`src/rtl/pulse_period_meter.sv`:
```
`default_nettype none
// ----------------------------------------------------------------------------
// pulse_period_meter: measures high time and rise-to-rise period of edge pulses
// Rev 1.0
// ----------------------------------------------------------------------------
module pulse_period_meter #(
    parameter int CNT_W       = 16,
    parameter int TIMEOUT_CYC = 65535
) (
    input  logic             clk,
    input  logic             rst,
    input  logic             en,
    input  logic             rising_edge,
    input  logic             falling_edge,
    input  logic             meas_ready,
    output logic             meas_valid,
    output logic [CNT_W-1:0] meas_high,
    output logic [CNT_W-1:0] meas_period,
    output logic             timeout,
    output logic             overrun,
    output logic             busy
);

    typedef enum logic [1:0] {
        S_IDLE = 2'd0,
        S_ARM  = 2'd1,
        S_HIGH = 2'd2,
        S_LOW  = 2'd3
    } state_t;

    localparam logic [CNT_W-1:0] CNT_ZERO    = '0;
    localparam logic [CNT_W-1:0] CNT_ONE     = {{(CNT_W-1){1'b0}}, 1'b1};
    localparam logic [CNT_W-1:0] CNT_MAX     = '1;
    localparam logic [CNT_W-1:0] CNT_TIMEOUT = CNT_W'(TIMEOUT_CYC);

    state_t           state_q,  state_d;
    logic [CNT_W-1:0] cnt_q,    cnt_d;
    logic [CNT_W-1:0] hi_lat_q, hi_lat_d;
    logic             valid_q,  valid_d;
    logic [CNT_W-1:0] high_q,   high_d;
    logic [CNT_W-1:0] period_q, period_d;
    logic             tmo_q,    tmo_d;
    logic             ovr_q,    ovr_d;

    logic             w_rise;
    logic             w_fall;
    logic             w_expired;
    logic             w_load;
    logic [CNT_W-1:0] w_cnt_inc;

    // Coincident rise and fall pulses are a glitch and qualify as neither edge.
    assign w_rise    = rising_edge & ~falling_edge;
    assign w_fall    = falling_edge & ~rising_edge;
    assign w_expired = (cnt_q >= CNT_TIMEOUT);
    assign w_cnt_inc = (cnt_q == CNT_MAX) ? cnt_q : cnt_q + CNT_ONE;

    always_comb begin
        state_d  = state_q;
        cnt_d    = cnt_q;
        hi_lat_d = hi_lat_q;
        tmo_d    = 1'b0;
        w_load   = 1'b0;
        if (!en) begin
            state_d = S_IDLE;
            cnt_d   = CNT_ZERO;
        end else begin
            case (state_q)
                S_IDLE: begin
                    state_d = S_ARM;
                end
                S_ARM: begin
                    if (w_rise) begin
                        state_d = S_HIGH;
                        cnt_d   = CNT_ONE;
                    end
                end
                S_HIGH: begin
                    cnt_d = w_cnt_inc;
                    if (w_rise) begin
                        cnt_d = CNT_ONE;
                    end else if (w_fall) begin
                        hi_lat_d = cnt_q;
                        state_d  = S_LOW;
                    end else if (w_expired) begin
                        tmo_d   = 1'b1;
                        state_d = S_ARM;
                        cnt_d   = CNT_ZERO;
                    end
                end
                S_LOW: begin
                    cnt_d = w_cnt_inc;
                    if (w_rise) begin
                        w_load  = 1'b1;
                        cnt_d   = CNT_ONE;
                        state_d = S_HIGH;
                    end else if (w_expired) begin
                        tmo_d   = 1'b1;
                        state_d = S_ARM;
                        cnt_d   = CNT_ZERO;
                    end
                end
                default: begin
                    state_d = S_IDLE;
                    cnt_d   = CNT_ZERO;
                end
            endcase
        end
    end

    // A new result always loads; overrun flags only when the old one was refused.
    always_comb begin
        valid_d  = valid_q;
        high_d   = high_q;
        period_d = period_q;
        ovr_d    = 1'b0;
        if (w_load) begin
            valid_d  = 1'b1;
            high_d   = hi_lat_q;
            period_d = cnt_q;
            ovr_d    = valid_q & ~meas_ready;
        end else if (valid_q && meas_ready) begin
            valid_d = 1'b0;
        end
    end

    always_ff @(posedge clk or posedge rst) begin
        if (rst) begin
            state_q  <= S_IDLE;
            cnt_q    <= CNT_ZERO;
            hi_lat_q <= CNT_ZERO;
            valid_q  <= 1'b0;
            high_q   <= CNT_ZERO;
            period_q <= CNT_ZERO;
            tmo_q    <= 1'b0;
            ovr_q    <= 1'b0;
        end else begin
            state_q  <= state_d;
            cnt_q    <= cnt_d;
            hi_lat_q <= hi_lat_d;
            valid_q  <= valid_d;
            high_q   <= high_d;
            period_q <= period_d;
            tmo_q    <= tmo_d;
            ovr_q    <= ovr_d;
        end
    end

    assign meas_valid  = valid_q;
    assign meas_high   = high_q;
    assign meas_period = period_q;
    assign timeout     = tmo_q;
    assign overrun     = ovr_q;
    assign busy        = (state_q == S_HIGH) || (state_q == S_LOW);

endmodule
`default_nettype wire
```
`config.mk`:
```
export PLATFORM = sky130hd
export DESIGN_NAME = pulse_period_meter
export DESIGN_NICKNAME = d
export VERILOG_FILES = /design/src/rtl/pulse_period_meter.sv
export SDC_FILE = /design/constraint.sdc
export NUM_CORES = 1
export LEC_CHECK = 0
export CORE_MARGIN = 5
export CORE_UTILIZATION = 35
export DETAILED_ROUTE_END_ITERATION = 10
export PLACE_DENSITY = 0.6
export SETUP_SLACK_MARGIN = 0.1
export SLEW_MARGIN = 0
export SYNTH_ARGS = -nofsm -noshare
export SYNTH_HDL_FRONTEND = slang
export SYNTH_SLANG_ARGS = --single-unit
```
`constraint.sdc`:
```
create_clock -name clk -period 4.7 [get_ports clk]
set_input_delay 0.705 -clock clk [delete_from_list [all_inputs] [get_ports clk]]
set_output_delay 0.705 -clock clk [all_outputs]
set_load 0.01 [all_outputs]
```
Word-level counts from Yosys, hierarchy flattened
Cells that the tools add are included.

Input bits: 6. Bits in registers: 69.

Muxes and demuxes: 27. Order comparisons: 1. Bitwise operators: 7. Equality and inequality tests: 7. Add/subtract/negate cells: 1. Reductions and logical operators: 7.

Operators with widths (count): $mux 16 (7); $pmux 16 s3 (1); $add 16x1->16 const B (1); $eq 16x16->1 const B (1); $ge 16x16->1 const B (1); $mux 2 (6); $mux 1 (11); $pmux 2 s4 (1); $ne 3x3->1 const B (2); $eq 2x2->1 const B (2); $ne 4x1->1 const B (1); $not 1->1 (4); $reduce_and 2->1 (2); $reduce_and 4->1 (1); $and 1x1->1 (3); $eq 2x1->1 const B (1); $logic_not 2->1 (1); $pmux 1 s2 (1); $reduce_bool 2->1 (1); $logic_and 1x1->1 (1); $logic_or 1x1->1 (1).

Depth between registers and ports, before layout
Gate-level depths: netlist of run 1.

Depth in word-level cells: 7. Depth in mapped cells: 11. Gate-level depth less buffers: 9.

Worst setup path after synthesis of run 1
OpenSTA, ideal clock, no wires.

Path type: input to register. Start: input rising_edge. End: register hi_lat_q[0]. Cell stages on the path: 5. Path buffers: 1. Arrival: 1.792 ns. Setup slack: 2.783 ns. Path through: and2b_1 > nand2b_1 > nor2_2 > buf_4 > mux2_2.

Word-level cells in the longest chain between the ends: 3. Elaborated cells on any way between the ends: 5. Classes of those cells: bitwise: 4; reduce/logical: 1.

RTL lines: start: declaration (RTL line 13) `input logic rising_edge,`; $and 1x1->1 or $not 1->1 (tied branches) (RTL line 52, 53); $not 1->1 (no line) or $and 1x1->1 (tied branches); $reduce_and 4->1 (no line) *; end signal: assignment (RTL line 139) `hi_lat_q <= hi_lat_d;`; end: declaration (RTL line 38) `logic [CNT_W-1:0] hi_lat_q, hi_lat_d;`.

Mark *: on every way between the ends. The rest lies on a longest branch, timed or not. A chain may end at the register's enable or synchronous reset.

Worst setup path in the final report of run 1
Start: input rising_edge. End: register period_q[9], in the netlist meas_period[9].

Word-level cells in the longest chain between the ends: 4.

RTL lines: $and 1x1->1 (RTL line 52) `assign w_rise = rising_edge & ~falling_edge;`; $mux 1 (RTL line 92) `if (w_rise) begin`; $mux 1 (RTL line 67) `case (state_q)`; $mux 1 (RTL line 63) `if (!en) begin`; end signal: assignment (RTL line 142) `period_q <= period_d;`; end: declaration (RTL line 41) `logic [CNT_W-1:0] period_q, period_d;`.

No other way between the ends.

==> flow_summary.ini, run 1 <==
[sta]
slew_viol_final = 0
period_share_pct = 57.66
relSlewSlack_pct = 36.22
whs_ps = 501.3
finClkSkew_ps = 9.744
hold_viol = 0
max_slew.worst_pin.slew_ps = 955.3
period_minus_slack_ps = 2710
setup_viol = 0
rsz0062_at_grt = no
fin_setup_tns_ps = 0
fmax_mhz = 369.0

[logic_synthesis]
synth_simple_gate_area_share_pct = 11.89
synthAdderAreaFrac_pct = 0.8091
synth_top_family_by_area = multiplexers
synth.avg_cell_area_um2 = 12.62
syn-cell-area_mm2 = 0.003093
synth_cell_types = 52
synth_xor_area_share_pct = 0.2832
yosysWarnings = 0
synthMuxAreaShare_pct = 17.48
ys_seq_area_share_pct = 55.83
synth_cells = 245
ys_seq_elements = 69
synth_compound_area_share_pct = 9.790
syn_nets = 253

[detailed_routing]
post_drt_wl_per_cell_um = 15.38
first_pass_iters = 4
drt_iter0_drc = 89
routed_via_density = 5.115
wl_mm = 6.167
postRouteAntennaNets = 0
vias = 2051
drc = 0

[worst_setup_path]
ff2ff_setup_slack_ps = 2440
crit_family = simple AND/OR/NAND/NOR gates
path_cells = clkdlybuf4s50_1, nor2b_1, nand2_1, nor2_2, buf_4, mux2_2
cp-start-kind = input port
crit_type = input port to register
ff2ff_path_depth = 6
cp.required_ps = 4920
critical_path.max_stage_delay_ps = 610
critPathLaunch = rising_edge
cp_max_fo = 18
crit_buf_inv = 2
rr_startpoint = cnt_q[0]$_DFFE_PP0P_
arrival_ps = 2930
r2r_end = cnt_q[11]$_DFFE_PP0P_
setup.worst_path.end_class = register
critPathSlowestCell = nor2_2

[cts]
cts.repair.resized = 0
cts_setup_buffers = 0
clockBufferDepth = 2
path_clk_slew_ps = 70
hold_buffers = 0
cts-root-buf = clkbuf_8
htreeDepth = 3
numCtsBuffers = 9
cts_sinks = 69
worstSkewPairLatency_ps = 340
cts_tree = built

[floorplanning]
start_util_pct = 35.64
num_rows = 34
die_h_um = 104.0
dieArea_mm2 = 0.01082
die_w_um = 104.0
ios = 42
core-area_mm2 = 0.008678

[global_routing]
grt_start_max_net_pins = 47
grt.overflow.total = 0
grt_pass1_wl_mm = 10.94
antenna_found_initial = 0
groute.usage.overall_pct = 12.19
grt_pass1_vias = 2195

[power_and_ir_drop]
p_leak_nw = 1.742
max-vdd-ir-drop_uv = 206.4
powerDensity_mw_per_mm2 = 326.1

[flow_run]
drv_cap = 0

[finish]
fin_nets = 296
area_growth_pct = 23.83
antenna_cells = 0
layout-drive-gt1-share_pct = 28.67
register_area_mm2 = 0.001727
multiInputGateArea_mm2 = 0.001251
nFillCells = 840

[worst_hold_path]
hold_depth = 1
hold_start = hi_lat_q[15]$_DFFE_PP0P_
holdPathEnd = meas_high[15]$_DFFE_PP0P_
hold_class = register to register

[placed_design]
dp_hpwl_mm = 4.085
port_buffers = 41
gp_congestion = 0.8153

[outcome]
status = finished clean
## layout by cell type (no fill, tap or decap), drive strengths merged, types with 3 or more instances in the layout
cell type	n
a21oi	15
a31oi	3
and3	3
and4	4
bufinv	3
clkbuf	11
clkdlybuf4s50	41
dfrtp	69
inv	9
mux2	48
nand2	12
nand2b	3
nand3	5
nand4	6
nor2	9
nor3	5
o21ai	14
o31ai	4
or3	3
## layout make-up
cell class	count	share of cell area, %
sequential	69	45.08
multi-input combinational	156	32.67
clock buffer	11	3.953
tap	108	3.528
inverter	9	0.8821
clock inverter	5	2.777
timing repair buffer	43	11.11
## per-layer routing
layer  wire length (µm)  track usage, %  up-vias
met2               2932           19.99       51
li1                   -               -      981
met1               2876           15.28     1016
met5                  0               0        -
met3                333           4.780        3
met4                 25           2.498        0
## worst reg2reg max path, stage by stage (launching register included)
cell and delay [ps]:
dfrtp_1 460, ha_1 320, nand4_4 190, nor2_4 60, a31oi_2 780, o31ai_1 190, a21oi_1 190
## metrics by stage
stage          utilization [%]  instances  total power, mW  cell area (µm²)  setup WS [ps]
6_report                 44.13        401            1.249             3830           1990
5_1_grt                  44.13        401            1.301             3830           1832
4_1_cts                  44.13        401            1.268             3830           1965
3_5_place_dp             41.16        385           0.6612             3572           1600
3_3_place_gp             41.16        385           0.6604             3572           1666
2_1_floorplan                -        245           0.6448             3093           2255
## cell usage after synthesis (all sizes together)
cell type	number	area share [%]
a21boi	2	0.49
a32o	1	0.32
nor3b	1	0.24
ha	2	0.81
a31oi	3	0.61
buf	7	1.7
xor2	1	0.28
or3	3	0.61
o2bb2ai	1	0.28
nand2	12	1.7
a21oi	15	2.4
nand2b	3	0.61
a22o	2	0.57
o22a	1	0.28
nor3	5	1.2
o21ai	14	2.3
dfrtp	69	56
and2b	1	0.24
nand4	6	1.9
a41oi	1	0.28
and4	4	1.3
clkbuf	4	1.2
nor2	9	1.5
mux2	48	17
o31ai	4	0.97
nand3b	1	0.24
nand3	5	0.81
and3	3	0.81
o21bai	1	0.24
o211ai	2	0.49
a31o	2	0.57
inv	9	1.1
and3b	1	0.28
and2	1	0.24
nor2b	1	0.20
## flip-flops by register name, indices dropped and copies added, names as in the netlist
signal	cells
meas_high	16
cnt_q	16
timeout	1
meas_valid	1
hi_lat_q	16
overrun	1
state_q	2
meas_period	16
## cell families (layout without fill, tap and decap cells)
logic type / after synthesis / after routing
DFF: 69 / 69
and+or+nand+nor: 56 / 56
AOI/OAI and AO/OA: 49 / 49
muxes: 48 / 48
buffers and inverters: 20 / 68
adders and majority gates: 2 / 2
xor gates and xnor gates: 1 / 1
## report_power, final
group          internal, mW  switching, mW  total (mW)
registers             0.597        0.00473       0.602
clock network         0.382          0.218       0.600
logic                0.0168         0.0299      0.0467
## worst max-delay path by stage
| stage | to | cells after the start |
|---|---|---|
| global placement | meas_period[8]$_DFFE_PP0P_ | 6 |
| finish | meas_period[9]$_DFFE_PP0P_ | 6 |
| floorplan | cnt_q[0]$_DFFE_PP0P_ | 1 |
| global route | meas_period[9]$_DFFE_PP0P_ | 6 |
| CTS | meas_high[12]$_DFFE_PP0P_ | 6 |
| detailed placement | meas_high[12]$_DFFE_PP0P_ | 6 |
Power figures use the tool's default switching activity.
==> run 2, diff against run 1 <==
clock period = 2.5 ns   (was 4.7 ns; I/O delays follow)
==> flow_summary.ini, run 2 (synthesized netlist as in run 1, its figures left out) <==
[outcome]
status = finished clean

[worst_setup_path]
arrival_ps = 2320
cp-start-kind = register
rr_startpoint = cnt_q[1]$_DFFE_PP0P_
path_cells = ha_1, nand4_4, nor3_4, inv_2, ha_1, a21boi_0, o211ai_1, o21ai_0
cp.required_ps = 2710
setup.worst_path.end_class = register
ff2ff_path_depth = 8
critPathMostFrequentCell = ha_1
critical_path.max_stage_delay_ps = 420
critPathLaunch = cnt_q[1]$_DFFE_PP0P_
crit_type = register to register
critPathSlowestCell = dfrtp_1
cp_max_fo = 12

[finish]
mostFrequentLayoutCells = dfrtp_1, mux2_2, clkdlybuf4s50_1, a21oi_1
fin_util_pct = 43.94
final_common_cell = dfrtp_1
layout-drive-gt1-share_pct = 28.62
finalNonFillerCells = 405
antenna_cells = 0
multiInputGateArea_mm2 = 0.001245
area_growth_pct = 23.30
register_area_mm2 = 0.001727
fin_nets = 300
nFillCells = 822

[sta]
fin_setup_tns_ps = 0
rsz0062_at_grt = no
fmax_mhz = 473.3
hold_viol = 0
period_minus_slack_ps = 2113
max_slew.worst_pin.slew_ps = 407.2
setup_viol = 0
relSlewSlack_pct = 72.85
period_share_pct = 84.50
slew_viol_final = 0
finClkSkew_ps = 6.755

[cts]
worstSkewPairLatency_ps = 340
cts_setup_buffers = 0
clockBufferDepth = 2
cts_sinks = 69
cts_tree = built
path_clk_slew_ps = 70
htreeDepth = 3
numCtsBuffers = 9
cts.repair.resized = 0
hold_buffers = 0
cts-root-buf = clkbuf_8

[detailed_routing]
vias = 2113
wl_mm = 6.088
postRouteAntennaNets = 0
post_drt_wl_per_cell_um = 15.03
first_pass_iters = 4
drc = 0
drt_iter0_drc = 163
routed_via_density = 5.217

[global_routing]
grt_start_max_net_pins = 70
groute.usage.overall_pct = 11.99
grt_pass1_wl_mm = 10.67
antenna_found_initial = 0
grt_pass1_vias = 2083
grt.overflow.total = 0

[floorplanning]
die_h_um = 104.0
start_util_pct = 35.64
num_rows = 34
ios = 42
core-area_mm2 = 0.008678
dieArea_mm2 = 0.01082
die_w_um = 104.0

[power_and_ir_drop]
max-vdd-ir-drop_uv = 421.7
fin_total_pwr_mw = 2.105
powerDensity_mw_per_mm2 = 552.0
p_leak_nw = 1.741

[placed_design]
dp_hpwl_mm = 4.004
gp_congestion = 0.8361
port_buffers = 41
post-place-cells = 389

[flow_run]
drv_cap = 0

[worst_hold_path]
hold_class = input port to asynchronous set/reset pin
==> run 2: cell type report <==
cell class	instances	area share, %
Multi-Input combinational cell	156	32.64
Timing Repair Buffer	47	12.60
Inverter	9	0.8858
Clock inverter	4	1.247
Sequential cell	69	45.28
Tap cell	108	3.543
Clock buffer	12	3.806
==> run 2: worst paths after layout <==
kind	slack, ps	end
worst max-delay path	390	cnt_q[0]$_DFFE_PP0P_
max in group asynchronous	1790	state_q[1]$_DFFE_PP0P_
worst min register to register	500	meas_high[6]$_DFFE_PP0P_
min in group clk	500	meas_high[6]$_DFFE_PP0P_
worst min-delay path	420	meas_high[4]$_DFFE_PP0P_
worst max register to register	390	cnt_q[0]$_DFFE_PP0P_
==> run 2: stage by stage <==
stage | hold slack (ps) | setup WS, ps | instance area, µm²
3_3_place_gp | 489.0 | 397.0 | 3621
5_1_grt | 445.3 | 274.2 | 3814
2_1_floorplan | 474.9 | 385.1 | 3093
3_5_place_dp | 492.7 | 375.8 | 3621
4_1_cts | 426.1 | 400.0 | 3814
6_report | 420.9 | 387.4 | 3814
==> run 2: critical path, delay by kind of cell, from the launching register on <==
| family | cells | cell delay, ps |
|---|---|---|
| adder cells (fa/ha/maj) | 2 | 600 |
| AND/OR/NAND/NOR | 2 | 450 |
| AO/OA/AOI/OAI | 3 | 360 |
| buffers and inverters | 1 | 150 |
| flip-flops | 1 | 420 |
==> run 2: layer usage <==
metal  part of all wire, %  up-vias  wire, µm  GRT usage, %
met5                     0        -         0             0
met4                   1.3        0        81         4.533
met3                   6.1        8       374         4.593
met2                    47       63      2872         17.53
met1                    45     1050      2759         16.06
li1                      -      992         -             -
==> run 2: power breakdown <==
group / total [mW] / leakage [nW] / switching, mW / internal [mW]
registers: 1.13 / 0.961 / 0.00689 / 1.12
clock network: 0.880 / 0.0964 / 0.395 / 0.485
logic: 0.0952 / 0.683 / 0.0584 / 0.0368
total: 2.11 / 1.74 / 0.460 / 1.64
